**src/rtl/ifetch_unit.sv**
```systemverilog
// Instruction fetch engine: reads opcode at PC and, when IR[ARG_BIT] is set, the operand at PC+1
// over a shared RAM port, then presents IR/ARG with a one-cycle fetch_valid pulse.
module ifetch_unit #(
  parameter int AW      = 8,
  parameter int DW      = 8,
  parameter int ARG_BIT = 3
) (
  input  logic          clk,
  input  logic          rst_n,
  input  logic [AW-1:0] pc,
  input  logic          fetch_req,
  output logic          fetch_ready,
  input  logic          flush,
  output logic          fetch_valid,
  output logic [DW-1:0] IR,
  output logic [DW-1:0] ARG,
  output logic          has_arg,
  output logic          pc_inc,
  output logic          mem_rd,
  output logic [AW-1:0] mem_addr,
  input  logic          mem_gnt,
  input  logic [DW-1:0] mem_rdata
);

  localparam logic [2:0] S_IDLE     = 3'd0;
  localparam logic [2:0] S_OP_REQ   = 3'd1;
  localparam logic [2:0] S_OP_WAIT  = 3'd2;
  localparam logic [2:0] S_ARG_REQ  = 3'd3;
  localparam logic [2:0] S_ARG_WAIT = 3'd4;
  localparam logic [2:0] S_DONE     = 3'd5;

  logic [2:0]    state_q, state_d;
  logic [AW-1:0] addr_q, addr_d;
  logic [DW-1:0] ir_q, ir_d;
  logic [DW-1:0] arg_q, arg_d;
  logic          has_arg_q, has_arg_d;

  always_comb begin
    state_d   = state_q;
    addr_d    = addr_q;
    ir_d      = ir_q;
    arg_d     = arg_q;
    has_arg_d = has_arg_q;
    case (state_q)
      S_IDLE: begin
        if (fetch_req) begin
          addr_d    = pc;
          has_arg_d = 1'b0;
          arg_d     = '0;
          state_d   = S_OP_REQ;
        end
      end
      S_OP_REQ: begin
        if (mem_gnt) state_d = S_OP_WAIT;
      end
      S_OP_WAIT: begin
        ir_d = mem_rdata;
        if (mem_rdata[ARG_BIT]) begin
          has_arg_d = 1'b1;
          addr_d    = addr_q + 1'b1;
          state_d   = S_ARG_REQ;
        end else begin
          state_d = S_DONE;
        end
      end
      S_ARG_REQ: begin
        if (mem_gnt) state_d = S_ARG_WAIT;
      end
      S_ARG_WAIT: begin
        arg_d   = mem_rdata;
        state_d = S_DONE;
      end
      S_DONE:  state_d = S_IDLE;
      default: state_d = S_IDLE;
    endcase
    // A flush discards anything sampled this cycle; IR/ARG keep their last values.
    if (flush) begin
      state_d   = S_IDLE;
      addr_d    = addr_q;
      ir_d      = ir_q;
      arg_d     = arg_q;
      has_arg_d = has_arg_q;
    end
  end

  always_ff @(posedge clk or negedge rst_n) begin
    if (!rst_n) begin
      state_q   <= S_IDLE;
      addr_q    <= '0;
      ir_q      <= '0;
      arg_q     <= '0;
      has_arg_q <= 1'b0;
    end else begin
      state_q   <= state_d;
      addr_q    <= addr_d;
      ir_q      <= ir_d;
      arg_q     <= arg_d;
      has_arg_q <= has_arg_d;
    end
  end

  // Strobes are decoded from state; flush masks them in the cycle it is raised.
  assign fetch_ready = (state_q == S_IDLE);
  assign mem_rd      = (state_q == S_OP_REQ) || (state_q == S_ARG_REQ);
  assign mem_addr    = addr_q;
  assign pc_inc      = ((state_q == S_OP_WAIT) || (state_q == S_ARG_WAIT)) && !flush;
  assign fetch_valid = (state_q == S_DONE) && !flush;
  assign IR          = ir_q;
  assign ARG         = arg_q;
  assign has_arg     = has_arg_q;

endmodule

```
**config.mk**
```make
export PLATFORM = sky130hd
export DESIGN_NAME = ifetch_unit
export DESIGN_NICKNAME = d
export VERILOG_FILES = /design/src/rtl/ifetch_unit.sv
export SDC_FILE = /design/constraint.sdc
export NUM_CORES = 1
export LEC_CHECK = 0
export CAP_MARGIN = 10
export CORE_MARGIN = 3
export CORE_UTILIZATION = 25
export CTS_CLUSTER_DIAMETER = 30
export DETAILED_ROUTE_END_ITERATION = 12
export PLACE_DENSITY = 0.58
export SLEW_MARGIN = 0
export SYNTH_ARGS = -nofsm -noshare
export SYNTH_HDL_FRONTEND = slang
export SYNTH_SLANG_ARGS = --single-unit
```
**constraint.sdc**
```tcl
create_clock -name clk -period 3.4 [get_ports clk]
set_input_delay 0.34 -clock clk [delete_from_list [all_inputs] [get_ports clk]]
set_output_delay 0.34 -clock clk [all_outputs]
set_load 0.005 [all_outputs]
```
==> impl_metrics.py <==
metrics = {
    "clock_network": {
        "clk_pin_slew_ns": 0.10,
        "cts_resized": 0,
        "clock_sinks": 28,
        "clk_path_buf_depth": 2,
        "cts_max_level": 1,
        "numCtsBuffers": 3,
        "hold_buffers": 0,
        "cts-root-buf": "clkbuf_8",
        "clkLatencyLatePin_ns": 0.27,
        "cts_tree": "done",
        "cts_setup_buffers": 0,
    },
    "finish": {
        "drive_gt1_share_pct": 14.4,
        "post-route-util_pct": 37.2,
        "fin_nets": 211,
        "final_common_cell": "clkdlybuf4s50_1",
        "n_antenna_cell": 0,
        "area_growth_syn_to_layout_pct": 38.8,
        "layout_common_cells": "clkdlybuf4s50_1 (49), dfrtp_1 (28), nand3_1 (14), o21ai_1 (14), a21oi_1 (12)",
    },
    "placed_design": {
        "dpl.hpwl_um": 2590,
        "gp_congestion": 0.727,
        "numPortBuffers": 49,
    },
    "logic_synthesis": {
        "yosysWarnings": 0,
        "ys_ff_latch": 28,
        "synth_nets": 162,
        "netlist_instances": 140,
        "ys_seq_area_share_pct": 45.8,
        "yosysTopAreaCellShare_pct": 45.8,
        "netlist_area_um2": 1530,
        "synth.area.top_cells": "dfrtp_1 (46%), mux2_4 (5.9%), nand3_1 (4.6%)",
        "yosysTopAreaCell": "dfrtp_1",
        "synth_cell_type_count": 39,
        "synth_area_per_cell_um2": 10.9,
    },
    "power": {
        "vdd_drop_max_mv": 0.190,
        "p_int_w": 0.000830,
        "power_frac_seq_pct": 43.1,
        "p_sw_share_pct": 28.2,
        "comb_power_share_pct": 34.0,
        "p_leak_nw": 0.822,
        "p_per_area_nw_per_um2": 545,
        "p_clk_share_pct": 22.9,
        "p_switching_w": 0.000326,
    },
    "routing": {
        "detail_route.iter0.violations": 49,
        "drc_errors": 0,
        "dr.pass1.iters": 2,
        "via_per_inst": 4.58,
        "vias": 1192,
        "wire_per_inst_um": 13.7,
        "ant_nets": 0,
        "drt-total-wl_um": 3570,
    },
    "floorplan": {
        "fp.dieH_um": 84.2,
        "core_um2": 5710,
        "initial_utilization_pct": 26.8,
        "die_area_um2": 7100,
        "dieWidth_um": 84.2,
        "io-pin-count": 50,
        "rows": 27,
    },
    "grt": {
        "grt_usage_pct": 10.6,
        "grt_pass1_wl_um": 6180,
        "grt-ovfl-total": 0,
        "grt_pass1_vias": 1262,
        "grt_max_degree": 29,
        "antenna_found_initial": 0,
    },
    "worst_setup_path": {
        "cp_max_fo": 12,
        "worstSetupStartpoint": "state_q[0]",
        "end_kind": "output port",
        "worstSetupPathType": "flop to output port",
        "worstReg2RegStart": "state_q[1]",
        "worstPathArrival_ns": 2.19,
        "worstSetupStartpointType": "flop",
        "critPathRequiredTime_ns": 3.06,
    },
    "flow_run": {
        "max_cap_violations": 0,
    },
    "timing": {
        "fin_crit_sh_pct": 74.5,
        "slew_headroom_pct": 46.4,
        "fmax_mhz": 395,
        "rsz0062_at_grt": "no",
        "finalSetupViolations": 0,
        "layout_min_cycle_time_ns": 2.53,
        "worst_slew_pin_slew_ns": 0.798,
        "hold_viol": 0,
        "slew_violations": 0,
        "fin_worst_skew_ns": 0.00452,
        "timing.setup.tns_ns": 0,
    },
    "worst_hold_path": {
        "min_path_type": "primary input to asynchronous set/reset pin",
    },
    "status": {
        "status": "completed",
    },
}
-- power groups by stage --
stage	Combinational (W)	Sequential [W]	Clock (W)
2_1_floorplan	0.000189	0.000487	0
3_3_place_gp	0.000395	0.000503	0
3_5_place_dp	0.000399	0.000506	0
4_1_cts	0.000401	0.000500	0.000275
5_1_grt	0.000432	0.000513	0.000285
6_report	0.000394	0.000498	0.000264
-- registers in the layout (all words and copies together), names as in the netlist --
name	cells
ARG	8
has_arg	1
state_q	3
IR	8
mem_addr	8
-- stage by stage --
step	instances	cell area (µm²)	total power, W	setup WS (ns)	hold WS [ns]
global placement	256	2050	0.000898	0.940	0.471
global route	260	2120	0.00123	0.691	0.474
floorplan	140	1530	0.000676	1.95	0.0444
finish	260	2120	0.00116	0.867	0.436
CTS	260	2120	0.00118	0.825	0.452
detailed placement	256	2050	0.000906	0.872	0.477
-- cell families (layout without fill, tap and decap cells) --
kind of cell	Yosys count	count (layout)	share of synthesized area [%]
adder cells (fa/ha/maj)	1	1	0.818
AND/OR/NAND/NOR	42	42	17.8
AO/OA/AOI/OAI	40	40	18.1
multiplexers	11	11	9.40
buffers and inverters	17	65	7.52
flip-flops	28	28	45.8
XOR/XNOR	1	1	0.572
-- Yosys cell counts --
library cell,count
inv_1,9
mux2_4,6
xnor2_1,1
mux2_1,3
a21o_1,1
o41ai_1,1
o21a_1,2
and3_1,2
nand3_2,1
nand2_2,2
buf_6,3
a2111oi_2,1
nand4_1,1
nor2_1,6
ha_1,1
o22a_1,1
a2bb2oi_2,2
nor3_1,1
buf_4,3
o21ai_1,14
o32ai_2,1
a21oi_1,12
nor2b_1,2
nor3b_4,2
nor4_4,1
and2_1,2
o22ai_2,2
a31oi_1,1
mux2i_1,2
a21oi_2,1
buf_2,1
nor3_2,1
nor4bb_1,1
o21ai_0,1
or2b_1,2
nand2_1,4
nand3_1,14
buf_12,1
dfrtp_1,28
-- per-layer routing --
layer / up-vias / GRT usage [%] / part of all wire (%)
met3: 5 / 1.86 / 4.3
li1: 602 / - / -
met1: 557 / 13.6 / 46
met4: 0 / 4.39 / 1.7
met2: 28 / 17.4 / 48
met5: - / 0 / 0
-- critical path, cell delays in order, from the launching register on --
cell	delay, ns
dfrtp_1	0.59
nor3_2	0.36
and2_1	0.17
buf_4	0.20
a21o_1	0.10
clkdlybuf4s50_1	0.50
-- area by class of cell --
| cell class | instances | area, µm² |
|---|---|---|
| Clock inverter | 1 | 30.0 |
| Inverter | 9 | 33.8 |
| Fill cell | 580 | 3590 |
| Tap cell | 72 | 90.1 |
| Sequential cell | 28 | 701 |
| Timing Repair Buffer | 52 | 513 |
| Multi-Input combinational cell | 95 | 714 |
| Clock buffer | 3 | 41.3 |
-- worst paths after layout --
| kind | end | slack [ns] | cells after the start |
|---|---|---|---|
| setup / recovery | pc_inc | 0.87 | 5 |
| setup reg to reg | mem_addr[4] | 1.36 | 5 |
| hold / removal | ARG[6] | 0.44 | 2 |
| min in group clk | IR[6] | 0.50 | 1 |
| hold reg to reg | IR[6] | 0.50 | 1 |
| max in group asynchronous | ARG[1] | 2.68 | 2 |
(Power assumes the default switching activity.)
==> patch 1, RTL diff (config.mk and constraints unchanged) <==
`addr_q` no longer has a reset.
--- a/src/rtl/ifetch_unit.sv
+++ b/src/rtl/ifetch_unit.sv
@@ -87,5 +87,4 @@
     if (!rst_n) begin
       state_q   <= S_IDLE;
-      addr_q    <= '0;
       ir_q      <= '0;
       arg_q     <= '0;
@@ -93,9 +92,12 @@
     end else begin
       state_q   <= state_d;
-      addr_q    <= addr_d;
       ir_q      <= ir_d;
       arg_q     <= arg_d;
       has_arg_q <= has_arg_d;
     end
+  end
+
+  always_ff @(posedge clk) begin
+    addr_q <= addr_d;
   end
 
Formal check against the unedited RTL: not equivalent (Yosys sat finds a counterexample within 4 cycles, from zero or initial values and one cycle with rst_n low).
==> patch 1 against the original RTL <==
  * Setup slack worse by 280 ps
  * Core utilization rose by 2.5 points
  * Count of clock-buffer cells in the layout grew 1
  * Area after synthesis down 14%
  * Largest cell class is now sequential cells
  * Power down 17%
  * Cell area down 8.8%
  * Sequential cell count did not move
  * Via count shrank 9.9%
  * Routed wire length decreased by 8.1%
==> patch 1: results (changes against the original RTL) <==
metric,value,unit,change
outcome,"finished, final reports clean",,unchanged
drt pass-1 iters,4,,was 2
DR iter-0 viols,24,,was 49
P_sw,0.241,mW,was 0.326 mW
Buffers on Ports,49,,unchanged
crit path max fanout,15,,was 12
Clock Skews,5.21,ps,was 4.52 ps
Post-Place Cells,223,,was 256
Synth top cells by count,"dfrtp_1, nand2_1, a22o_1, edfxtp_1, mux2_2",,"was dfrtp_1, nand3_1, o21ai_1, a21oi_1, inv_1"
DR vias,1074,,was 1192
sequential area share after synthesis,56.5,%,was 45.8%
Synthesized Nets,134,,was 162
average size of a mapped cell,11.7,um2,was 10.9 um2
Ant. Diodes,0,,unchanged
share of layout cells above drive strength 1,10.0,%,was 14.4%
first-pass GRT wire length,5470,um,was 6180 um
Post-DP Area,1870,um2,was 2050 um2
synth top area cells,"dfrtp_1, edfxtp_1, mux2_2, a22o_1, nand2_1",,"was dfrtp_1, mux2_4, nand3_1, o21ai_1, a21oi_1"
gpl congestion,0.761,,was 0.727
largest net degree at the start of global routing,21,,was 29
Lkg Pwr,0.751,nW,was 0.822 nW
Worst-Margin Slew,884,ps,was 798 ps
Post-synth ARST share,71.4,%,was 100%
# nets final,183,,was 211
Post-synth EDFFs,8,,was 0
dpl hpwl,2440,um,was 2590 um
All-Layer GR Usage,11.3,%,was 10.6%
Max IR drop VDD,0.318,mV,was 0.190 mV
Placement Setup Slack,904,ps,was 872 ps
synth unique cells,33,,was 39
-- patch 1: kinds of logic (layout without fill, tap and decap cells) --
group | Yosys count | count (layout) | synth area share, %
buffers and inverters | 7 | 55 | 2.01
multiplexers | 9 | 9 | 7.64
AND/OR/NAND/NOR | 37 | 37 | 16.1
flip-flops | 28 | 28 | 56.5
AO/OA/AOI/OAI | 26 | 26 | 14.0
XOR/XNOR | 4 | 4 | 2.67
adder cells (fa/ha/maj) | 1 | 1 | 0.955
-- patch 1: power groups by stage --
stage          clock, mW  sequential (mW)  combinational [mW]
6_report           0.234            0.458               0.270
5_1_grt            0.261            0.468               0.296
4_1_cts            0.244            0.459               0.277
3_5_place_dp           0            0.463               0.274
3_3_place_gp           0            0.463               0.272
2_1_floorplan          0            0.457              0.0990
-- patch 1: layer usage --
metal  track usage, %  wire length [um]
met3             5.05               279
met1             14.8              1490
met5                0                 0
met2             17.6              1490
met4             1.57                18
-- patch 1: final timing paths --
check / startpoint / endpoint / slack (ps) / depth (start not counted)
max in group asynchronous: rst_n / ARG[5] / 2300 / 1
min in group asynchronous: rst_n / ARG[7] / 560 / 1
worst max-delay path: state_q[1] / pc_inc / 590 / 4
worst min register to register: ARG[1] / ARG[1] / 510 / 1
worst max register to register: state_q[1] / IR[0] / 1380 / 3
worst min-delay path: ARG[1] / ARG[1] / 510 / 1
-- patch 1: worst max-delay path: stages, from the launching register on --
cell,delay [ps]
dfrtp_1,640
or3b_1,580
nor2_4,310
or2_2,170
clkdlybuf4s50_1,490
-- patch 1: area by class of cell --
| cell class | count | area, um2 |
|---|---|---|
| fillers | 492 | 2940 |
| multi-input cells | 77 | 543 |
| flip-flops and latches | 28 | 741 |
| clock buffers | 4 | 66.3 |
| well taps | 67 | 83.8 |
| repair buffers | 50 | 498 |
| inverters | 1 | 3.75 |
==> patch 2, RTL diff (same flow settings) <==
Without the edit above. Change the parameter `DW` from 8 to 12.
--- a/src/rtl/ifetch_unit.sv
+++ b/src/rtl/ifetch_unit.sv
@@ -3,5 +3,5 @@
 module ifetch_unit #(
   parameter int AW      = 8,
-  parameter int DW      = 8,
+  parameter int DW      = 12,
   parameter int ARG_BIT = 3
 ) (
Interface: changed (resized ARG, IR and mem_rdata); port bits go from 50 to 62. No check against the original RTL was run, so the function may have changed too.
==> patch 2 against the original RTL <==
  * Sequential cell count up 8
  * Routed wire length up 15%
  * Setup slack better by 200 ps
  * Power up 16%
  * Synthesized cell count unchanged
  * Cell area up 13%
  * Non-clock buffer count up 11
  * Area after synthesis up 8.3%
  * Largest cell class is now sequential cells
  * Largest power group unchanged
==> patch 2: results (changes against the original RTL) <==
metric,value,unit,change
clock slew at reported path FFs,70,ps,was 100 ps
Sw Ratio,26.3,%,was 28.2%
routed wl met3,310,um,was 154 um
largest net degree at the start of global routing,37,,was 29
"Arr. time, crit path",1990,ps,was 2190 ps
Max-Slew Margin vs Limit,29.0,%,was 46.4%
Num CTS Buffers,5,,was 3
DR vias,1303,,was 1192
metal2 WL,1720,um,about the same
drt pass-1 iters,4,,was 2
synth unique cells,29,,was 39
fillers,640,,was 580
synth top area cells,"dfrtp_1, mux2_4, a22o_1, a21oi_1, mux2_2",,"was dfrtp_1, mux2_4, nand3_1, o21ai_1, a21oi_1"
Max IR drop VDD,0.242,mV,was 0.190 mV
Placement Setup Slack,1060,ps,was 872 ps
Synth top cells by count,"dfrtp_1, a21oi_1, a22o_1, nand2_1, o21ai_0",,"was dfrtp_1, nand3_1, o21ai_1, a21oi_1, inv_1"
met1 wire length,2050,um,was 1640 um
Reg2Reg Setup Slack,1530,ps,was 1360 ps
# nets final,227,,was 211
Crit path largest cell delay,530,ps,was 590 ps
outcome,"finished, final reports clean",,unchanged
H-Tree Depth,2,,was 1
share of layout cells above drive strength 1,11.9,%,was 14.4%
DR iter-0 viols,25,,was 49
Synthesized Nets,166,,was 162
==> patch 2: cell count changes after synthesis, sizes merged, moves of 4 or more <==
cell   before  now
a22o        0   13
nand3      15    4
dfrtp      28   36
inv         9    2
nand2       6   11
o21ai      15   10
mux2        9   13
nor2        6    2
==> patch 2: power by group through the flow <==
stage               clock [mW]  combinational (mW)  sequential, mW
global placement             0               0.423           0.616
floorplan                    0               0.167           0.607
global route             0.350               0.465           0.627
CTS                      0.327               0.431           0.611
detailed placement           0               0.430           0.617
finish                   0.309               0.425           0.609
==> patch 2: layer usage <==
layer / vias to the layer above / global-route usage (%)
li1: 636 / -
met2: 45 / 15.1
met5: - / 0
met1: 620 / 17.0
met3: 2 / 4.64
met4: 0 / 3.77
==> patch 2: cell type report <==
| type | count | area [um2] | share of cell area (%) |
|---|---|---|---|
| flip-flops and latches | 36 | 901 | 37.5 |
| inverters | 2 | 7.51 | 0.313 |
| multi-input cells | 93 | 686 | 28.6 |
| clock buffers | 8 | 90.1 | 3.75 |
| well taps | 77 | 96.3 | 4.01 |
| repair buffers | 63 | 621 | 25.8 |
==> patch 2: cells by family after synthesis <==
logic type                 Yosys count  synth area share (%)
AOI/OAI and AO/OA                   42                  16.4
DFF                                 36                  54.3
and+or+nand+nor                     35                  12.5
muxes                               14                  11.2
buffers and inverters               11                  4.30
xor gates and xnor gates             1                 0.528
adders and majority gates            1                 0.755
==> patch 2: worst max-delay path by stage <==
stage | cells after the start | startpoint | slack [ps] | to
global route | 4 | state_q[0] | 890 | pc_inc
floorplan | 4 | state_q[1] | 1840 | pc_inc
CTS | 4 | state_q[0] | 1030 | pc_inc
finish | 4 | state_q[0] | 1070 | pc_inc
global placement | 5 | flush | 1080 | pc_inc
detailed placement | 5 | flush | 1060 | pc_inc
==> patch 2: per-stage QoR <==
stage	power [mW]	cell area (um2)	cells	hold WS (ps)
finish	1.34	2400	279	151
global route	1.44	2400	279	210
CTS	1.37	2400	279	172
detailed placement	1.05	2310	271	483
global placement	1.04	2310	271	479
floorplan	0.774	1660	140	44.4
